### config.mk
export PLATFORM = sky130hd
export DESIGN_NAME = rx_frame_deserializer
export DESIGN_NICKNAME = d
export VERILOG_FILES = /design/src/rtl/rx_frame_deserializer.sv
export SDC_FILE = /design/constraint.sdc
export NUM_CORES = 1
export LEC_CHECK = 0
export ABC_AREA = 1
export BUFFER_PORTS_ARGS = -buffer_cell sky130_fd_sc_hd__buf_2
export CAP_MARGIN = 20
export CORE_ASPECT_RATIO = 0.9
export CORE_MARGIN = 3
export CORE_UTILIZATION = 40
export DETAILED_ROUTE_END_ITERATION = 12
export HOLD_SLACK_MARGIN = 0.12
export PLACE_DENSITY = 0.6
export SLEW_MARGIN = 20
export SYNTH_ARGS = -nofsm -noshare
export SYNTH_HDL_FRONTEND = slang
export SYNTH_SLANG_ARGS = --single-unit
### constraint.sdc
create_clock -name clk -period 7.1 [get_ports clk]
set_input_delay 0.355 -clock clk [delete_from_list [all_inputs] [get_ports clk]]
set_output_delay 0.355 -clock clk [all_outputs]
set_load 0.1 [all_outputs]
### src/rtl/rx_frame_deserializer.sv
// Serial-to-parallel receive front end. Hunts for a sync pattern, collects one frame, and holds it
// for a valid/ack consumer. Optional trailing even-parity bit enabled by `define FRAME_PARITY_EN.
module rx_frame_deserializer #(
  parameter int unsigned       FRAME_W  = 84,
  parameter int unsigned       SYNC_W   = 8,
  parameter logic [SYNC_W-1:0] SYNC_PAT = 8'hA5
) (
  input  logic               clk,
  input  logic               rst,
  input  logic               ser_in,
  input  logic               ser_en,
  input  logic               frame_ack,
  output logic [FRAME_W-1:0] rx_data,
  output logic               frame_valid,
  output logic               overrun,
  output logic               busy,
  output logic               parity_err
);

  localparam int unsigned      CntW    = $clog2(FRAME_W);
  localparam logic [CntW-1:0]  LastCnt = CntW'(FRAME_W - 1);

  typedef enum logic [1:0] {
    StHunt    = 2'd0,
`ifdef FRAME_PARITY_EN
    StParity  = 2'd2,
`endif
    StCollect = 2'd1
  } state_e;

  state_e              r_state, w_state_next;
  logic [SYNC_W-1:0]   r_sync, w_sync_shift;
  logic [FRAME_W-1:0]  r_payload, w_frame;
  logic [CntW-1:0]     r_cnt;
  logic [FRAME_W-1:0]  r_rx_data;
  logic                r_valid, r_overrun;
  logic                w_sync_hit, w_last_bit, w_complete, w_load;

  assign w_sync_shift = {r_sync[SYNC_W-2:0], ser_in};
  assign w_sync_hit   = ser_en && (w_sync_shift == SYNC_PAT);
  assign w_last_bit   = (r_state == StCollect) && ser_en && (r_cnt == LastCnt);

`ifdef FRAME_PARITY_EN
  logic r_parity_err;
  logic w_parity_next;
  // Completion waits for the trailing parity strobe; the payload is already fully shifted in.
  assign w_complete    = (r_state == StParity) && ser_en;
  assign w_frame       = r_payload;
  assign w_parity_next = ^{r_payload, ser_in};
  assign parity_err    = r_parity_err;
`else
  assign w_complete = w_last_bit;
  assign w_frame    = {r_payload[FRAME_W-2:0], ser_in};
  assign parity_err = 1'b0;
`endif

  // A held, unacknowledged frame blocks the load and turns completion into an overrun.
  assign w_load = w_complete && (!r_valid || frame_ack);

  always_ff @(posedge clk or posedge rst) begin
    if (rst) begin
      r_state <= StHunt;
    end else begin
      r_state <= w_state_next;
    end
  end

  always_comb begin
    w_state_next = r_state;
    unique case (r_state)
      StHunt: begin
        if (w_sync_hit) w_state_next = StCollect;
      end
      StCollect: begin
`ifdef FRAME_PARITY_EN
        if (w_last_bit) w_state_next = StParity;
`else
        if (w_last_bit) w_state_next = StHunt;
`endif
      end
`ifdef FRAME_PARITY_EN
      StParity: begin
        if (ser_en) w_state_next = StHunt;
      end
`endif
      default: w_state_next = StHunt;
    endcase
  end

  always_comb begin
    busy = (r_state != StHunt);
  end

  always_ff @(posedge clk or posedge rst) begin
    if (rst) begin
      r_sync    <= '0;
      r_payload <= '0;
      r_cnt     <= '0;
    end else if (ser_en) begin
      if (r_state == StHunt) begin
        r_sync <= w_sync_shift;
        if (w_sync_hit) r_cnt <= '0;
      end else begin
        // Keeps the sync register cleared so HUNT always starts from an empty window.
        r_sync <= '0;
        if (r_state == StCollect) begin
          r_payload <= {r_payload[FRAME_W-2:0], ser_in};
          r_cnt     <= w_last_bit ? '0 : r_cnt + CntW'(1);
        end
      end
    end
  end

  always_ff @(posedge clk or posedge rst) begin
    if (rst) begin
      r_rx_data <= '0;
      r_valid   <= 1'b0;
      r_overrun <= 1'b0;
    end else begin
      r_overrun <= w_complete && !w_load;
      if (w_load) begin
        r_rx_data <= w_frame;
        r_valid   <= 1'b1;
      end else if (r_valid && frame_ack) begin
        r_valid <= 1'b0;
      end
    end
  end

`ifdef FRAME_PARITY_EN
  always_ff @(posedge clk or posedge rst) begin
    if (rst) begin
      r_parity_err <= 1'b0;
    end else if (w_load) begin
      r_parity_err <= w_parity_next;
    end
  end
`endif

  assign rx_data     = r_rx_data;
  assign frame_valid = r_valid;
  assign overrun     = r_overrun;

endmodule

==> results_dict.tcl, run 1 <==
set metrics [dict create \
    layout_commonest_cell "nand2_1" \
    synth_compound_area_frac 0.149 \
    top_level_ports 93 \
    critical-path-max-stage-delay_ns 0.79 \
    critical_path_class "register to register" \
    cts_max_path_buffers 2 \
    cts_resized 0 \
    synth-xor-area-share 0.00120 \
    synth-adder-area-share 0.00172 \
    min_path_type "primary input to async pin" \
    final_util 0.471 \
    synthMuxAreaShare 0 \
    final.setup.tns_ns 0 \
    total_power_mw 2.13 \
    cts_setup_buffers 0 \
    start_util 0.411 \
    antenna_found_initial 0 \
    cts_tree "done" \
    timing.rr.end "rx_data[74]" \
    synth_top_family_by_area "compound AO/OA/AOI/OAI gates" \
    multi_input_area_um2 2030 \
    cp_top_family "simple AND/OR/NAND/NOR gates" \
    cts.sinks 184 \
    root_buffer "clkbuf_16" \
    antenna_left 0 \
    drt_iter0_drc 303 \
    r2r_cells 6 \
    first_pass_iters 4 \
    cp-start-kind "register" \
    htreeDepth 4 \
    cp_max_fo 87 \
    ff2ff_setup_slack_ns 4.47 \
    rows 46 \
    clkTransAtPathRegs_ns 0.07 \
    synth.avg_cell_area_um2 9.97 \
    fin_nets 811 \
    p_leak_nw 4.00 \
    grt_max_degree 119 \
    critPathArrivalTime_ns 2.98 \
    die-area_um2 19900 \
    numPortBuffers 91 \
    synth.area.top_cells "dfrtp_1 63%, nand2_1 9.8%, o21ai_0 6.5%" \
    drive_gt1_frac 0.228 \
    fin_crit_ns 2.63 \
    coreArea_um2 17700 \
    final_cell_mix "190 x nand2_1, 184 x dfrtp_1, 97 x inv_1" \
    synth_area_leader_cell "dfrtp_1" \
    worstSkewPairLatency_ns 0.42 \
    die_y_um 134 \
    crit_slowest_cell "buf_4" \
    hold_viol_final 0 \
    wl_per_cell_um 12.0 \
    holdBufCountCts 0 \
    n_antenna_cell 0 \
    path_buf_inv 2 \
    synthCells 730 \
    numCtsBuffers 17 \
    slew-limit-headroom 0.377 \
    grt_usage 0.140 \
    rsz0062_at_grt "no" \
    ys_seq_elements 184 \
    skew_ns 0.00973 \
    endpoint_kind "register" \
    syn-num-nets 736 \
    yosysWarnings 0 \
    gr-total-overflow 0 \
    maxCapViolations 0 \
    yosysTopAreaCellShare 0.633 \
    power_density_nw_per_um2 255 \
    fmax_mhz 380 \
    reg2reg_from "r_state[0]" \
    grt_pass1_wl_um 22500 \
    synth_area_um2 7280 \
    die-width_um 148 \
    ys_seq_area_frac 0.633 \
    dp_hpwl_um 8040 \
    fillCellCount 1711 \
    drt_wl_total_um 12700 \
    layout.area.seq_um2 4600 \
    syn_to_final_growth_pct 14.8 \
    drc 0 \
    worst_pin_slew_ns 0.935 \
    grt_pass1_vias 4598 \
    setup_violations 0 \
    worstPathRequired_ns 7.45 \
    vias_per_cell 4.47 \
    gp_congestion 0.771 \
    cp_cell_sequence "nand2_4 -> inv_2 -> nand3_4 -> buf_4 -> nand2_1 -> o21ai_2" \
    vias 4730 \
    critPathLaunch "r_state[0]" \
    ir_drop_uv 184 \
    synth-simple-area-share 0.126 \
    post-route-period-util 0.371 \
    ys_types 25 \
    final-max-slew-violation-count 0 \
    status "finished, final reports clean" \
]
synthesized netlist by cell type, drive strengths merged:
library cell / instances
a21oi: 3
a22oi: 1
and3: 1
buf: 27
clkbuf: 12
conb: 1
dfrtp: 184
ha: 1
inv: 99
nand2: 202
nand3: 9
nand4: 2
nor2: 8
nor3: 1
o21ai: 174
o22ai: 4
xnor2: 1
worst max path at each step:
stage                  end  slack, ns  cells after the start
6_report       rx_data[74]       4.47                      6
5_1_grt        rx_data[49]       4.12                      6
4_1_cts        rx_data[56]       4.42                      6
3_5_place_dp   rx_data[56]       4.38                      7
3_3_place_gp   rx_data[63]       4.41                      7
2_1_floorplan  frame_valid       1.74                      1
registers in the layout, indices dropped and copies added (netlist names):
register and count:
rx_data 84, r_payload 83, r_cnt 7, r_sync 7, frame_valid 1, overrun 1
r_state 1
through the flow:
stage               instances  worst slack [ns]  area, µm²  hold slack, ns
floorplan                 730              1.74       7280           0.453
global placement         1026              4.41       7790           0.460
global route             1057              4.12       8350           0.173
CTS                      1057              4.42       8350           0.225
finish                   1057              4.47       8350           0.109
detailed placement       1026              4.38       7790           0.463
per-layer routing:
layer  global-route usage  wire length, µm  vias to the layer above
met4               0.0508              163                        0
li1                     -                -                     2439
met2                0.201             5440                       86
met1                0.203             6510                     2191
met5                    0                0                        -
met3               0.0382              594                       14
logic make-up (layout without fill, tap and decap cells):
logic type	Yosys count	count (layout)
simple gates	223	223
flops	184	184
compound gates	182	182
buf+inv	138	225
fa+ha+maj	1	1
other cells	1	1
xor+xnor	1	1
area by class of cell:
cell class / count / area share
Inverter: 99 / 0.0454
Multi-Input combinational cell: 408 / 0.243
Clock buffer: 20 / 0.0547
Tap cell: 240 / 0.0359
Clock inverter: 11 / 0.0118
Timing Repair Buffer: 95 / 0.0581
Sequential cell: 184 / 0.551
report_power, final:
group | internal [mW] | total, mW | switching [mW]
Combinational | 0.0349 | 0.119 | 0.0837
Clock | 0.500 | 0.889 | 0.389
Sequential | 1.09 | 1.12 | 0.0341
Total | 1.62 | 2.13 | 0.506
(Power assumes the default switching activity.)
==> run 2, diff against run 1 <==
- clock period: 7.1 -> 2.6 ns (I/O delays scaled with it)
==> run 2 against run 1 <==
Against the previous run: wire length hardly changed; critical path depth is 1 higher; flip-flop and latch count stayed put; clock skew is 0.0013 ns higher; sequential share of layout area is 0.79 points lower; design area is 1.5% higher; worst setup slack worse by 3.8 ns; global-route usage is 0.44 points lower; fmax is 36% higher; first-iteration DRC count is 26% lower; die area stayed put; power grew to 2.7 times the previous value; highest routed layer unchanged.
==> results_dict.tcl, run 2 (synthesis results as in run 1) <==
set metrics [dict create \
    clkTransAtPathRegs_ns 0.07 \
    gr-total-overflow 0 \
    fin_nets 819 \
    slew-limit-headroom 0.563 \
    fin_ws_ns 0.662 \
    antenna_found_initial 0 \
    first_pass_iters 6 \
    wl_per_cell_um 11.9 \
    numPortBuffers 91 \
    ff2ff_setup_slack_ns 0.66 \
    gp_congestion 0.808 \
    placed_area_um2 7870 \
    rows 46 \
    min_path_type "primary input to async pin" \
    cp_max_fo 64 \
    dp_hpwl_um 8140 \
    drt_wl_total_um 12700 \
    top_level_ports 93 \
    grt_pass1_vias 4382 \
    hold_ws_ns 0.299 \
    die-width_um 148 \
    fmax_mhz 516 \
    r2r_cells 7 \
    cts.sinks 184 \
    syn_to_final_growth_pct 16.4 \
    cts_max_path_buffers 2 \
    antenna_left 0 \
    combPwrFrac 0.058 \
    internal_power_mw 4.33 \
    total_power_mw 5.81 \
    endpoint_kind "register" \
    final.setup.tns_ns 0 \
    dp.cells 1030 \
    p_sw_frac 0.255 \
    critPathArrivalTime_ns 2.23 \
    drive_gt1_frac 0.232 \
    worstPathRequired_ns 2.89 \
    rsz0062_at_grt "no" \
    critical_path_depth 7 \
    vias_per_cell 4.45 \
    ir_drop_uv 404 \
    power_density_nw_per_um2 686 \
    p_leak_nw 4.05 \
    critical-path-max-stage-delay_ns 0.41 \
    largest_reg_flops 84 \
    post-route-period-util 0.745 \
    pre_cts_slack_ns 0.685 \
    n_antenna_cell 0 \
    path_buf_inv 1 \
    cp-start-kind "register" \
    htreeDepth 4 \
    drt_iter0_drc 225 \
    cts_setup_buffers 0 \
    cp_top_family "simple AND/OR/NAND/NOR gates" \
    numCtsBuffers 17 \
    critPathLaunch "r_cnt[0]" \
    pwr-share-clk 0.416 \
    layout_commonest_cell "nand2_1" \
    setup_violations 0 \
    root_buffer "clkbuf_16" \
    skew_ns 0.0110 \
    grt_max_degree 82 \
    final-max-slew-violation-count 0 \
    grt_pass1_wl_um 21800 \
    reg2reg_from "r_cnt[0]" \
    cp-endpoint "rx_data[82]" \
    coreArea_um2 17700 \
    grt_usage 0.135 \
    critical_path_class "register to register" \
    drc 0 \
    worstSkewPairLatency_ns 0.42 \
    status "finished, final reports clean" \
    crit_slowest_cell "dfrtp_1" \
    p_seq_frac 0.526 \
    fin_area_um2 8470 \
    start_util 0.411 \
    final_cell_mix "190 x nand2_1, 184 x dfrtp_1, 97 x inv_1" \
    die_y_um 134 \
    final_util 0.478 \
    maxCapViolations 0 \
    worst_pin_slew_ns 0.656 \
    timing.rr.end "rx_data[82]" \
    cts_tree "done" \
    fin_cells 1066 \
    cp_cell_sequence "ha_1 -> nand2_2 -> nor2_4 -> nand3_4 -> buf_12 -> nand2_1 -> o21ai_2" \
    vias 4742 \
    switching_power_mw 1.48 \
    die-area_um2 19900 \
    fillCellCount 1741 \
    hold_viol_final 0 \
    fin_crit_ns 1.94 \
]
-- run 2: worst min-delay path by stage --
| stage | start | end | slack (ns) | cells past startpoint |
|---|---|---|---|---|
| after floorplan | ser_in | rx_data[0] | 0.31 | 2 |
| after global placement | rst | rx_data[10] | 0.20 | 2 |
| after detailed placement | rst | rx_data[10] | 0.20 | 2 |
| after CTS | rst | rx_data[7] | 0.29 | 3 |
| after global routing | rst | rx_data[7] | 0.31 | 3 |
| final | rst | rx_data[10] | 0.30 | 3 |
-- run 2: tightest hold or removal path: cells and delay by family --
kind                   cells  cell delay (ns)
buffers and inverters      3             1.02
-- run 2: power by group through the flow --
stage / sequential, mW / combinational (mW) / clock (mW)
final: 3.06 / 0.337 / 2.42
after global routing: 3.07 / 0.403 / 2.65
after detailed placement: 3.11 / 0.341 / 0
after CTS: 3.06 / 0.346 / 2.52
after floorplan: 3.08 / 0.304 / 0
after global placement: 3.11 / 0.338 / 0
-- run 2: what timing repair did --
item | CTS | global route
setup endpoints to repair | 0 | 0
hold buffers | 4 | 0
endpoints found under the hold margin | 31 | 0
resized for setup | 0 | 0
-- run 2: layout make-up --
| class | instances | area [µm²] | area share |
|---|---|---|---|
| Clock buffer | 17 | 425 | 0.0502 |
| Tap cell | 240 | 300 | 0.0354 |
| Clock inverter | 15 | 135 | 0.0159 |
| Sequential cell | 184 | 4600 | 0.543 |
| Inverter | 99 | 375 | 0.0443 |
| Multi-Input combinational cell | 408 | 2030 | 0.239 |
| Timing Repair Buffer | 103 | 606 | 0.0715 |
-- run 2: per-layer routing --
layer  GRT usage  routed length, µm  vias to the layer above
met4      0.0354                 50                        0
met5           0                  0                        -
met3      0.0510                585                        5
li1            -                  -                     2477
met2       0.198               5580                       72
met1       0.191               6500                     2188
==> run 3, diff against run 2 <==
- ABC_AREA: 1 -> 0
- PLACE_DENSITY: 0.6 -> 0.62
- clock period: 2.6 -> 1.6 ns (I/O delays scaled with it)
==> run 3 against run 2 <==
Against the previous run: the run now ends with negative setup slack left; synthesized cell count is 41% lower; die area is 0.13% lower; area after synthesis is 0.14% lower; via count is 17% lower; critical path type unchanged.
==> results_dict.tcl, run 3 <==
set metrics [dict create \
    start_util 0.410 \
    die_y_um 134 \
    hold_ws_ns 0.251 \
    yosysTopAreaCellShare 0.633 \
    grt_usage 0.141 \
    numPortBuffers 91 \
    vias 3915 \
    worstSkewPairLatency_ns 0.43 \
    drt_wl_total_um 13400 \
    htreeDepth 4 \
    p_seq_frac 0.495 \
    min_path_type "primary input to async pin" \
    p_sw_frac 0.210 \
    final.setup.tns_ns -5.96 \
    maxCapViolations 0 \
    pwr-share-clk 0.461 \
    grt_pass1_wl_um 22200 \
    grt_max_degree 53 \
    cp-start-kind "register" \
    first_pass_iters 4 \
    top_level_ports 93 \
    largest_reg_flops 84 \
    cts.sinks 184 \
    rows 46 \
    antenna_found_initial 0 \
    total_power_mw 9.60 \
    wl_per_cell_um 16.4 \
    ys_seq_elements 184 \
    synth_area_leader_cell "dfrtp_1" \
    p_leak_nw 5.11 \
    skew_ns 0.0104 \
    hold_viol_final 0 \
    final_cell_mix "184 x dfrtp_1, 107 x mux2_2, 91 x buf_2" \
    endpoint_kind "register" \
    fillCellCount 1544 \
    cts_tree "done" \
    fin_ws_ns -0.116 \
    critPathArrivalTime_ns 2.02 \
    layout.area.seq_um2 4600 \
    die-area_um2 19800 \
    antenna_left 0 \
    switching_power_mw 2.02 \
    violations "negative setup slack" \
    fin_crit_ns 1.72 \
    internal_power_mw 7.58 \
    ys_seq_area_frac 0.633 \
    slew-limit-headroom 0.646 \
    ir_drop_uv 739 \
    die-width_um 148 \
    fin_cells 820 \
    n_antenna_cell 0 \
    synthCells 433 \
    synth.area.top_cells "dfrtp_1 63%, mux2_2 17%, mux2_4 12%" \
    synth_commonest_cells "184 x dfrtp_1, 107 x mux2_2, 60 x mux2_4" \
    yosysWarnings 0 \
    syn_to_final_growth_pct 26.6 \
    fin_nets 574 \
    layout_commonest_cell "dfrtp_1" \
    syn-num-nets 439 \
    worst_pin_slew_ns 0.529 \
    synth-edff-count 0 \
    drt_iter0_drc 123 \
    drive_gt1_frac 0.591 \
    coreArea_um2 17700 \
    rsz0062_at_grt "yes" \
    post-route-period-util 1.07 \
    dp_hpwl_um 8350 \
    dp.cells 769 \
    ff2ff_setup_slack_ns -0.12 \
    synth_most_common_cell "dfrtp_1" \
    synth_flop_cell "dfrtp_1" \
    power_density_nw_per_um2 1040 \
    drc 0 \
    combPwrFrac 0.044 \
    fmax_mhz 583 \
    gp_congestion 0.752 \
    cp_max_fo 6 \
    cts_max_path_buffers 2 \
    final-max-slew-violation-count 0 \
    numCtsBuffers 17 \
    setup_violations 75 \
    async_reset_ff_frac 1.00 \
    critical_path_class "register to register" \
    ys_types 31 \
    grt_pass1_vias 4108 \
    multi_input_area_um2 2520 \
    status "finished, violations left" \
    worstPathRequired_ns 1.91 \
    synth.avg_cell_area_um2 16.8 \
    gr-total-overflow 0 \
    synth_area_um2 7270 \
    vias_per_cell 4.77 \
    root_buffer "clkbuf_16" \
    clkTransAtPathRegs_ns 0.07 \
]
[run 3: layer usage]
metal / vias up / global-route usage / share of wire
met5: - / 0 / 0
met4: 0 / 0.0580 / 0.018
met3: 21 / 0.0382 / 0.035
met2: 62 / 0.214 / 0.47
met1: 2036 / 0.194 / 0.47
li1: 1796 / - / -
[run 3: per-stage QoR]
step | area (µm²) | setup slack, ns | utilization
final | 9200 | -0.116 | 0.519
after global routing | 9200 | -0.165 | 0.519
after CTS | 9040 | -0.0681 | 0.510
after detailed placement | 8200 | -0.168 | 0.462
after global placement | 8200 | -0.0996 | 0.462
after floorplan | 7270 | -0.845 | -
[run 3: path summary, 6_finish.rpt]
check / startpoint / to / depth (start not counted)
max: r_cnt[1] / rx_data[15] / 6
min: rst / r_payload[7] / 3
max reg2reg: r_cnt[1] / rx_data[15] / 6
min reg2reg: rx_data[36] / rx_data[36] / 1
max in group asynchronous: rst / r_payload[39] / 4
min in group clk: rx_data[36] / rx_data[36] / 1
[run 3: layout make-up]
type | instances | area share
inverters | 7 | 0.00326
multi-input cells | 222 | 0.273
repair buffers | 136 | 0.122
clock inverters | 11 | 0.0186
well taps | 240 | 0.0326
flip-flops and latches | 184 | 0.500
clock buffers | 20 | 0.0496
[run 3: repair_timing]
| item | CTS | global route |
|---|---|---|
| hold buffers | 4 | 0 |
| cloned | 3 | 5 |
| setup endpoints to repair | 89 | 90 |
| hold endpoints to repair | 90 | 0 |
| pin swaps | 2 | 6 |
| setup buffers | 6 | 2 |
| resized for setup | 14 | 5 |
[run 3: critical path: stages, from the launching register on]
cell and delay [ns]:
dfrtp_1 0.36, ha_2 0.20, nor2b_4 0.17, nand4_4 0.20, buf_12 0.21, clkbuf_16 0.16, mux2_4 0.29
[run 3: cell families (layout without fill, tap and decap cells)]
group           after synthesis  in the layout  share of synthesized area
mux                         168            168                      0.291
other cells                   1              1                   0.000516
flops                       184            184                      0.634
simple gates                 31             31                     0.0269
compound gates               21             21                     0.0224
fa+ha+maj                     1              1                    0.00172
buf+inv                      27            174                     0.0239
[run 3: power groups by stage]
stage                     clock [mW]  combinational (mW)  sequential (mW)
after global routing            4.81               0.475             4.75
after floorplan                    0               0.246             4.85
after detailed placement           0               0.414             4.84
final                           4.43               0.423             4.75
after CTS                       4.57               0.430             4.75
after global placement             0               0.407             4.83
